==> src/rtl/ifetch.sv <==
// rtl/ifetch.sv - instruction fetch unit with program counter, memory request handshake and prefetch queue
//
// Owns the fetch address and issues one byte read at a time to program memory.
// Returned bytes go into a FIFO of {addr, byte} entries. The head entry is
// presented on instr/pc for the controller to consume with fetch.
//
// Build option: define IFETCH_PREFETCH_EN for a two-entry queue. Leave it
// undefined for a single instruction register, which requests only when empty.
//
// Ports:
//   clk          in   clock, all state updates on posedge
//   rst          in   synchronous active-high reset
//   fetch        in   consume strobe; pops the head entry when instr_valid
//   jump         in   redirect strobe; flushes the queue, refetches from jump_addr
//   jump_addr    in   redirect target [15:0]
//   mem_req      out  memory read request
//   mem_addr     out  read address [15:0], held while a request is unacked
//   mem_ack      in   memory acknowledge; mem_data is valid in the same cycle
//   mem_data     in   read data [7:0]
//   instr        out  head-of-queue byte [7:0]
//   instr_valid  out  queue non-empty
//   pc           out  address of the head byte [15:0]; holds last head address when empty

module ifetch #(
  parameter logic [15:0] RESET_PC = 16'h0000
) (
  input  logic        clk,
  input  logic        rst,
  input  logic        fetch,
  input  logic        jump,
  input  logic [15:0] jump_addr,
  output logic        mem_req,
  output logic [15:0] mem_addr,
  input  logic        mem_ack,
  input  logic [7:0]  mem_data,
  output logic [7:0]  instr,
  output logic        instr_valid,
  output logic [15:0] pc
);

`ifdef IFETCH_PREFETCH_EN
  localparam int QN = 2;
`else
  localparam int QN = 1;
`endif
  localparam logic [1:0] DEPTH = 2'(QN);

  // Entry 0 is always the head, so instr/pc come straight from flops.
  logic [15:0] q_addr   [QN];
  logic [7:0]  q_data   [QN];
  logic [15:0] q_addr_d [QN];
  logic [7:0]  q_data_d [QN];
  logic [1:0]  count_q;
  logic [1:0]  count_d;
  logic [15:0] addr_d;
  logic        req_d;
  logic        push;
  logic        pop;
  logic [1:0]  wr_idx;

  always_comb begin
    q_addr_d = q_addr;
    q_data_d = q_data;
    count_d  = count_q;
    addr_d   = mem_addr;

    // A jump discards both a same-cycle ack and a same-cycle fetch.
    push   = mem_req && mem_ack && !jump;
    pop    = fetch && (count_q != 2'd0) && !jump;
    wr_idx = count_q - {1'b0, pop};

    if (jump) begin
      count_d = 2'd0;
      addr_d  = jump_addr;
    end else begin
      // Popping the last entry leaves entry 0 untouched so pc keeps the
      // last head address while the queue is empty.
      if (pop && (count_q > 2'd1)) begin
        for (int i = 0; i < QN - 1; i++) begin
          q_addr_d[i] = q_addr[i+1];
          q_data_d[i] = q_data[i+1];
        end
      end
      if (push) begin
        for (int i = 0; i < QN; i++) begin
          if (wr_idx == 2'(i)) begin
            q_addr_d[i] = mem_addr;
            q_data_d[i] = mem_data;
          end
        end
        addr_d = mem_addr + 16'd1;
      end
      count_d = count_q + {1'b0, push} - {1'b0, pop};
    end

    // Only one request is ever outstanding: while it is unacked nothing can
    // raise the count, so req_d stays high and addr_d stays put unless a
    // jump retargets it.
    req_d = (count_d < DEPTH);
  end

  always_ff @(posedge clk) begin
    if (rst) begin
      count_q  <= 2'd0;
      mem_req  <= 1'b0;
      mem_addr <= RESET_PC;
      for (int i = 0; i < QN; i++) begin
        q_addr[i] <= RESET_PC;
        q_data[i] <= 8'h00;
      end
    end else begin
      count_q  <= count_d;
      mem_req  <= req_d;
      mem_addr <= addr_d;
      q_addr   <= q_addr_d;
      q_data   <= q_data_d;
    end
  end

  assign instr       = q_data[0];
  assign pc          = q_addr[0];
  assign instr_valid = (count_q != 2'd0);

endmodule

==> config.mk <==
export PLATFORM = sky130hd
export DESIGN_NAME = ifetch
export DESIGN_NICKNAME = d
export VERILOG_FILES = /design/src/rtl/ifetch.sv
export SDC_FILE = /design/constraint.sdc
export NUM_CORES = 1
export LEC_CHECK = 0
export CORE_MARGIN = 5
export CORE_UTILIZATION = 49
export CTS_BUF_LIST = sky130_fd_sc_hd__clkbuf_4
export DETAILED_ROUTE_END_ITERATION = 10
export PLACE_DENSITY = 0.87
export RECOVER_POWER = 50
export SLEW_MARGIN = 20
export SYNTH_ARGS = -nofsm -noshare
export SYNTH_HDL_FRONTEND = slang
export SYNTH_SLANG_ARGS = --single-unit
export TNS_END_PERCENT = 10
==> constraint.sdc <==
create_clock -name clk -period 6.01 [get_ports clk]
set_input_delay 1.202 -clock clk [delete_from_list [all_inputs] [get_ports clk]]
set_output_delay 1.202 -clock clk [all_outputs]
set_load 0.005 [all_outputs]
==> results of run 1 <==
==> logic make-up after synthesis <==
| family | count (synthesis) | share of synthesized area [%] |
|---|---|---|
| AOI/OAI and AO/OA | 47 | 14.5 |
| xor gates and xnor gates | 13 | 5.98 |
| adders and majority gates | 3 | 1.97 |
| buffers and inverters | 24 | 5.79 |
| DFF | 43 | 45.2 |
| and+or+nand+nor | 102 | 26.5 |
==> worst max-delay path by stage <==
| stage | slack, ps | startpoint | depth (start not counted) | endpoint |
|---|---|---|---|---|
| floorplan | 3010 | jump | 11 | mem_req$_SDFF_PP0_ |
| global placement | 2270 | jump | 10 | mem_req$_SDFF_PP0_ |
| detailed placement | 2160 | jump | 10 | mem_req$_SDFF_PP0_ |
| CTS | 2560 | jump | 10 | mem_req$_SDFF_PP0_ |
| global route | 2300 | jump | 10 | mem_req$_SDFF_PP0_ |
| finish | 2480 | jump | 10 | mem_req$_SDFF_PP0_ |
==> sequential cells by signal, summed over array words and instances, names as in the netlist <==
signal,flops
count_q,2
instr,8
mem_addr,16
mem_req,1
pc,16
==> cell usage after synthesis (all sizes together), types with 3 or more instances <==
| cell | count | area, um2 |
|---|---|---|
| nor4 | 8 | 80.1 |
| xor2 | 3 | 26.3 |
| nand3 | 6 | 30.0 |
| inv | 9 | 33.8 |
| a211oi | 9 | 67.6 |
| a311oi | 3 | 26.3 |
| ha | 3 | 37.5 |
| and3 | 3 | 20.0 |
| xnor2 | 10 | 87.6 |
| nand2 | 58 | 220 |
| clkbuf | 9 | 33.8 |
| buf | 6 | 42.5 |
| nor3 | 4 | 20.0 |
| dfxtp | 43 | 861 |
| nand4 | 5 | 46.3 |
| a21oi | 30 | 150 |
| nor2 | 13 | 48.8 |
==> layout make-up <==
class	count	area [um2]
clock buffers	5	37.5
clock inverters	3	15.0
fillers	301	1060
inverters	9	33.8
multi-input cells	165	932
flip-flops and latches	43	861
well taps	48	60.1
repair buffers	72	716
==> tightest hold or removal path, cell delays in order, from the launching register on <==
cell     delay [ps]
dfxtp_1         320
nand2_1          50
a21oi_1          50
==> layer usage <==
layer	wire, um	part of all wire (%)
met1	2130	45
met4	75	1.6
met3	221	4.6
met5	0	0
met2	2330	49
==> report_power, final <==
part	switching, mW	internal [mW]
sequential	0.0147	0.297
combinational	0.0338	0.0457
clock	0.0932	0.0436
==> cells in the final DEF (no fill, tap or decap), types with 9 or more instances in the layout <==
master	Yosys	final
a211oi_1	9	9
a21oi_1	30	30
clkdlybuf4s50_1	0	34
dfxtp_1	43	43
dlygate4sd3_1	0	36
inv_1	9	9
nand2_1	57	57
nor2_1	13	13
xnor2_1	10	10
==> results.tsv, run 1 <==
metric	value	unit
Finished Layout Cells	345	
Vert. Die Dim	72.3	um
initial antenna violation count	0	
Post-Route WL	4760	um
sum of buffers and inverters on the critical path	3	
antenna diode count	0	
synth unique cells	31	
post-route cell area	0.00266	mm2
Worst EP required	6260	ps
final hold slack	458	ps
Post-CTS Hold Buffers	0	
synthesized area per cell	8.20	um2
largest net degree at the start of global routing	44	
peak supply drop	0.164	mV
register area share after synthesis	45.2	%
met2 Use GR	30.7	%
Placed Area	0.00260	mm2
area delta synth->final	39.5	%
htree depth	2	
die width	72.3	um
crit share post-route	58.7	%
global placement routability congestion	0.809	
critical path, cell by cell	dlygate4sd3_1 > inv_1 > and3_1 > ha_1 > inv_1 > ha_1 > xor2_1 > xnor2_1 > a21oi_1 > nor2_1	
post_cts resized	0	
post-CTS setup buffer count	0	
skew final	8.34	ps
Worst R2R Start	count_q[1]$_SDFF_PP0_	
delay-heaviest family, CP	buffers and inverters	
post-layout util	71.4	%
Synth Instances	232	
Die ar.	0.00523	mm2
Max Transition Viols Final	0	
RSZ-0062 raised after global routing	no	
CTS Buf Count	5	
clock insertion delay at the later pin of the skew report	360	ps
syn_nets	264	
EDFF count, synth	0	
Worst-Margin Slew	853	ps
Congestion Overflow GR	0	
Post-DP HPWL	3420	um
dpl cells	337	
FF-to-FF path depth	9	
router iterations before antenna repair	4	
YS warnings	0	
P_leak	1.04	nW
crit-path max FO	30	
Global Route met3 Usage	4.85	%
area of the core	0.00372	mm2
# rows	22	
all-layer global routing usage	18.7	%
Final Hold Vio Count	0	
Pwr per Cell Area	199	mW/mm2
Hold Path Class	reg2reg	
CTS clock-pin slew for the worst setup and hold paths	120	ps
crit end category	flop	
crit path time final	3530	ps
outcome	completed	
vias post-DR	1795	
Worst Hold Depth	2	
PortBufs	70	
DRT iter0 DRCs	109	
met1 usage	23.2	%
first-pass GRT wire length	7690	um
GR peak layer	met2	
Hold EP	instr[0]$_SDFFE_PP0P_	
Max Clk Rate	0.284	GHz
reg-to-reg endpoint	mem_req$_SDFF_PP0_	
slowest stage delay, CP	680	ps
r2r setup slk	4000	ps
worst setup margin	2480	ps
Hold Startpoint	instr[0]$_SDFFE_PP0P_	
Synth Cell Area	0.00190	mm2
WL/cell	13.8	um
CTS tree	yes	
crit path kind	in2reg	
fin nets	328	
Startpoint Class	input port	
max cap viols	0	
Setup WS pre-CTS	2160	ps
relative slew slack	43.1	%
# IOs	71	
FFs w/ async S/R, synth	0	%
CTS Sinks	43	
final setup TNS	0	ps
#FFs+latches synth	43	
slowest stage cell on the critical path	dlygate4sd3_1	
final setup vio count	0	
layout cell share with drive strength beyond 1	6.06	%
Root Driver	clkbuf_4	
ys flop type	dfxtp_1	
vias in the first global route	1658	
crit path DAT	3780	ps
CTS Buffer Depth	2	
Post-route DRC	0	
ANT nets after route	0	
Initial Util	51.2	%
Via density	5.20	
Design Power	0.528	mW
No activity file was read; power rests on OpenSTA's default activity.
==> run 2: changes to the inputs <==
--- a/config.mk
+++ b/config.mk
@@ -6,10 +6,10 @@
 export NUM_CORES = 1
 export LEC_CHECK = 0
 export CORE_MARGIN = 5
-export CORE_UTILIZATION = 49
+export CORE_UTILIZATION = 45
 export CTS_BUF_LIST = sky130_fd_sc_hd__clkbuf_4
 export DETAILED_ROUTE_END_ITERATION = 10
-export PLACE_DENSITY = 0.87
+export PLACE_DENSITY = 0.81
 export RECOVER_POWER = 50
 export SLEW_MARGIN = 20
 export SYNTH_ARGS = -nofsm -noshare
==> constraint.sdc (replaced) <==
create_clock -name clk -period 3.65 [get_ports clk]
set_input_delay 0.73 -clock clk [delete_from_list [all_inputs] [get_ports clk]]
set_output_delay 0.73 -clock clk [all_outputs]
set_load 0.005 [all_outputs]
==> run 2 against run 1 <==
  * Global-route usage decreased by 0.65 points
  * Sequential share of layout area is 0.14 points lower
  * Routed wire length grew 4.1%
  * Register-to-register slack lost 2400 ps
  * Worst hold slack got worse by 0.62 ps
  * Via count is 1.3% higher
  * Design area up 0.42%
  * First-iteration DRC count rose by 8.3%
  * Count of clock-buffer cells in the layout up 2
  * Die area up 7.6%
  * Critical path type unchanged
  * Largest cell class unchanged
  * Largest power group unchanged
  * Highest routed layer unchanged
==> results.tsv, run 2 (synthesis gave the netlist of run 1 again) <==
metric	value	unit	change
Via density	5.22		+0.41%
Worst Hold Depth	2		unchanged
DRT iter0 DRCs	118		+8.3%
crit-path max FO	10		-67%
layout cell share with drive strength beyond 1	6.04	%	-0.020 points
Initial Util	46.9	%	-4.3 points
crit path DAT	2870	ps	-910 ps
post-CTS setup buffer count	0		unchanged
Worst-Margin Slew	1130	ps	+275 ps
outcome	completed		
Post-Route WL	4960	um	+4.1%
Root Driver	clkbuf_4		
PortBufs	70		unchanged
Congestion Overflow GR	0		unchanged
Final Hold Vio Count	0		unchanged
crit path time final	2630	ps	
# IOs	71		unchanged
Hold Path Class	reg2reg		
skew final	8.74	ps	+0.407 ps
# rows	23		+4.5%
most frequent cells in the layout	nand2_1 (57), dfxtp_1 (43), clkdlybuf4s50_1 (41), a21oi_1 (30), dlygate4sd3_1 (29)		
slowest stage delay, CP	780	ps	+100 ps
Placed Area	0.00261	mm2	+0.38%
vias post-DR	1818		+1.3%
post_cts resized	0		unchanged
htree depth	2		unchanged
post-route cell area	0.00267	mm2	+0.42%
fin nets	329		+0.30%
FF-to-FF path depth	9		unchanged
multi-input logic area	932	um2	unchanged
Post-DP HPWL	3580	um	+4.8%
RSZ-0062 raised after global routing	no		
area of the core	0.00406	mm2	+9.2%
slowest stage cell on the critical path	dlygate4sd3_1		
Post-CTS Hold Buffers	0		unchanged
critical path, cell by cell	dlygate4sd3_1 > inv_1 > and3_1 > ha_1 > inv_1 > ha_1 > xor2_1 > xnor2_1 > a21oi_1 > nor2_1		
router iterations before antenna repair	4		unchanged
first-pass GRT wire length	7800	um	+1.4%
CTS tree	yes		
antenna diode count	0		unchanged
max cap viols	0		unchanged
crit path kind	in2reg		
global placement routability congestion	0.852		+5.2%
final setup vio count	0		unchanged
all-layer global routing usage	18.1	%	-0.65 points
Max Transition Viols Final	0		unchanged
WL/cell	14.3	um	+3.2%
Seq. cell area	861	um2	unchanged
Post-route DRC	0		unchanged
Design Power	0.882	mW	+67%
ANT nets after route	0		unchanged
peak supply drop	0.184	mV	+12%
final setup TNS	0	ps	unchanged
CTS clock-pin slew for the worst setup and hold paths	120	ps	about the same
largest net degree at the start of global routing	29		-34%
CTS Sinks	43		unchanged
Worst EP required	3880	ps	-2380 ps
Max Clk Rate	0.380	GHz	
FILL cells	369		+23%
Die ar.	0.00563	mm2	+7.6%
crit end category	flop		
die width	75.0	um	+3.7%
CTS Buffer Depth	2		unchanged
P_leak	1.03	nW	-1.3%
clock insertion delay at the later pin of the skew report	350	ps	about the same
initial antenna violation count	0		unchanged
Pwr per Cell Area	331	mW/mm2	+66%
CTS Buf Count	5		unchanged
Vert. Die Dim	75.0	um	+3.7%
area delta synth->final	40.1	%	
crit share post-route	72.1	%	
relative slew slack	24.8	%	-18 points
Startpoint Class	input port		
vias in the first global route	1681		+1.4%
most common cell after layout, fill and taps aside	nand2_1		
## run 2: changes by cell type in the layout (fill, tap and decap cells not counted)
| cell | before | now |
|---|---|---|
| dlygate4sd3_1 | 36 | 29 |
| clkbuf_4 | 5 | 7 |
| clkinv_2 | 3 | 1 |
| clkdlybuf4s50_1 | 34 | 41 |
| clkbuf_1 | 0 | 1 |
## run 2: worst paths after layout
path | start | endpoint | slack (ps)
worst max-delay path | jump | mem_req$_SDFF_PP0_ | 1020
worst min-delay path | instr[5]$_SDFFE_PP0P_ | instr[5]$_SDFFE_PP0P_ | 460
worst max register to register | count_q[1]$_SDFF_PP0_ | mem_req$_SDFF_PP0_ | 1600
worst min register to register | instr[5]$_SDFFE_PP0P_ | instr[5]$_SDFFE_PP0P_ | 460
## run 2: report_power, final
group | total [mW] | internal (mW) | switching [mW]
Clock | 0.235 | 0.0901 | 0.144
Sequential | 0.513 | 0.489 | 0.0244
Combinational | 0.134 | 0.0774 | 0.0568
## run 2: layout make-up
type | instances | area share, %
multi-input cells | 165 | 35.0
flip-flops and latches | 43 | 32.3
repair buffers | 73 | 27.0
well taps | 50 | 2.35
clock buffers | 7 | 1.97
inverters | 9 | 1.27
clock inverters | 1 | 0.188
## run 2: critical path: cells and delay by family
kind / cells / cell delay, ps
AND/OR/NAND/NOR: 2 / 240
AO/OA/AOI/OAI: 1 / 180
XOR/XNOR: 2 / 300
adder cells (fa/ha/maj): 2 / 440
buffers and inverters: 3 / 970
## run 2: per-stage QoR
stage	worst slack (ps)	hold WS, ps	utilization, %	std cells
floorplan	1120	453	-	232
CTS	1100	462	65.8	348
detailed placement	712	447	64.4	340
global placement	826	440	64.4	340
global route	885	471	65.7	348
finish	1020	458	65.7	348
## run 2: per-layer routing
| metal | vias to the layer above | global-route usage, % | wire length [um] |
|---|---|---|---|
| li1 | 922 | - | - |
| met1 | 830 | 22.4 | 2150 |
| met2 | 57 | 29.8 | 2410 |
| met3 | 9 | 5.07 | 307 |
| met4 | 0 | 7.11 | 89 |
| met5 | - | 0 | 0 |
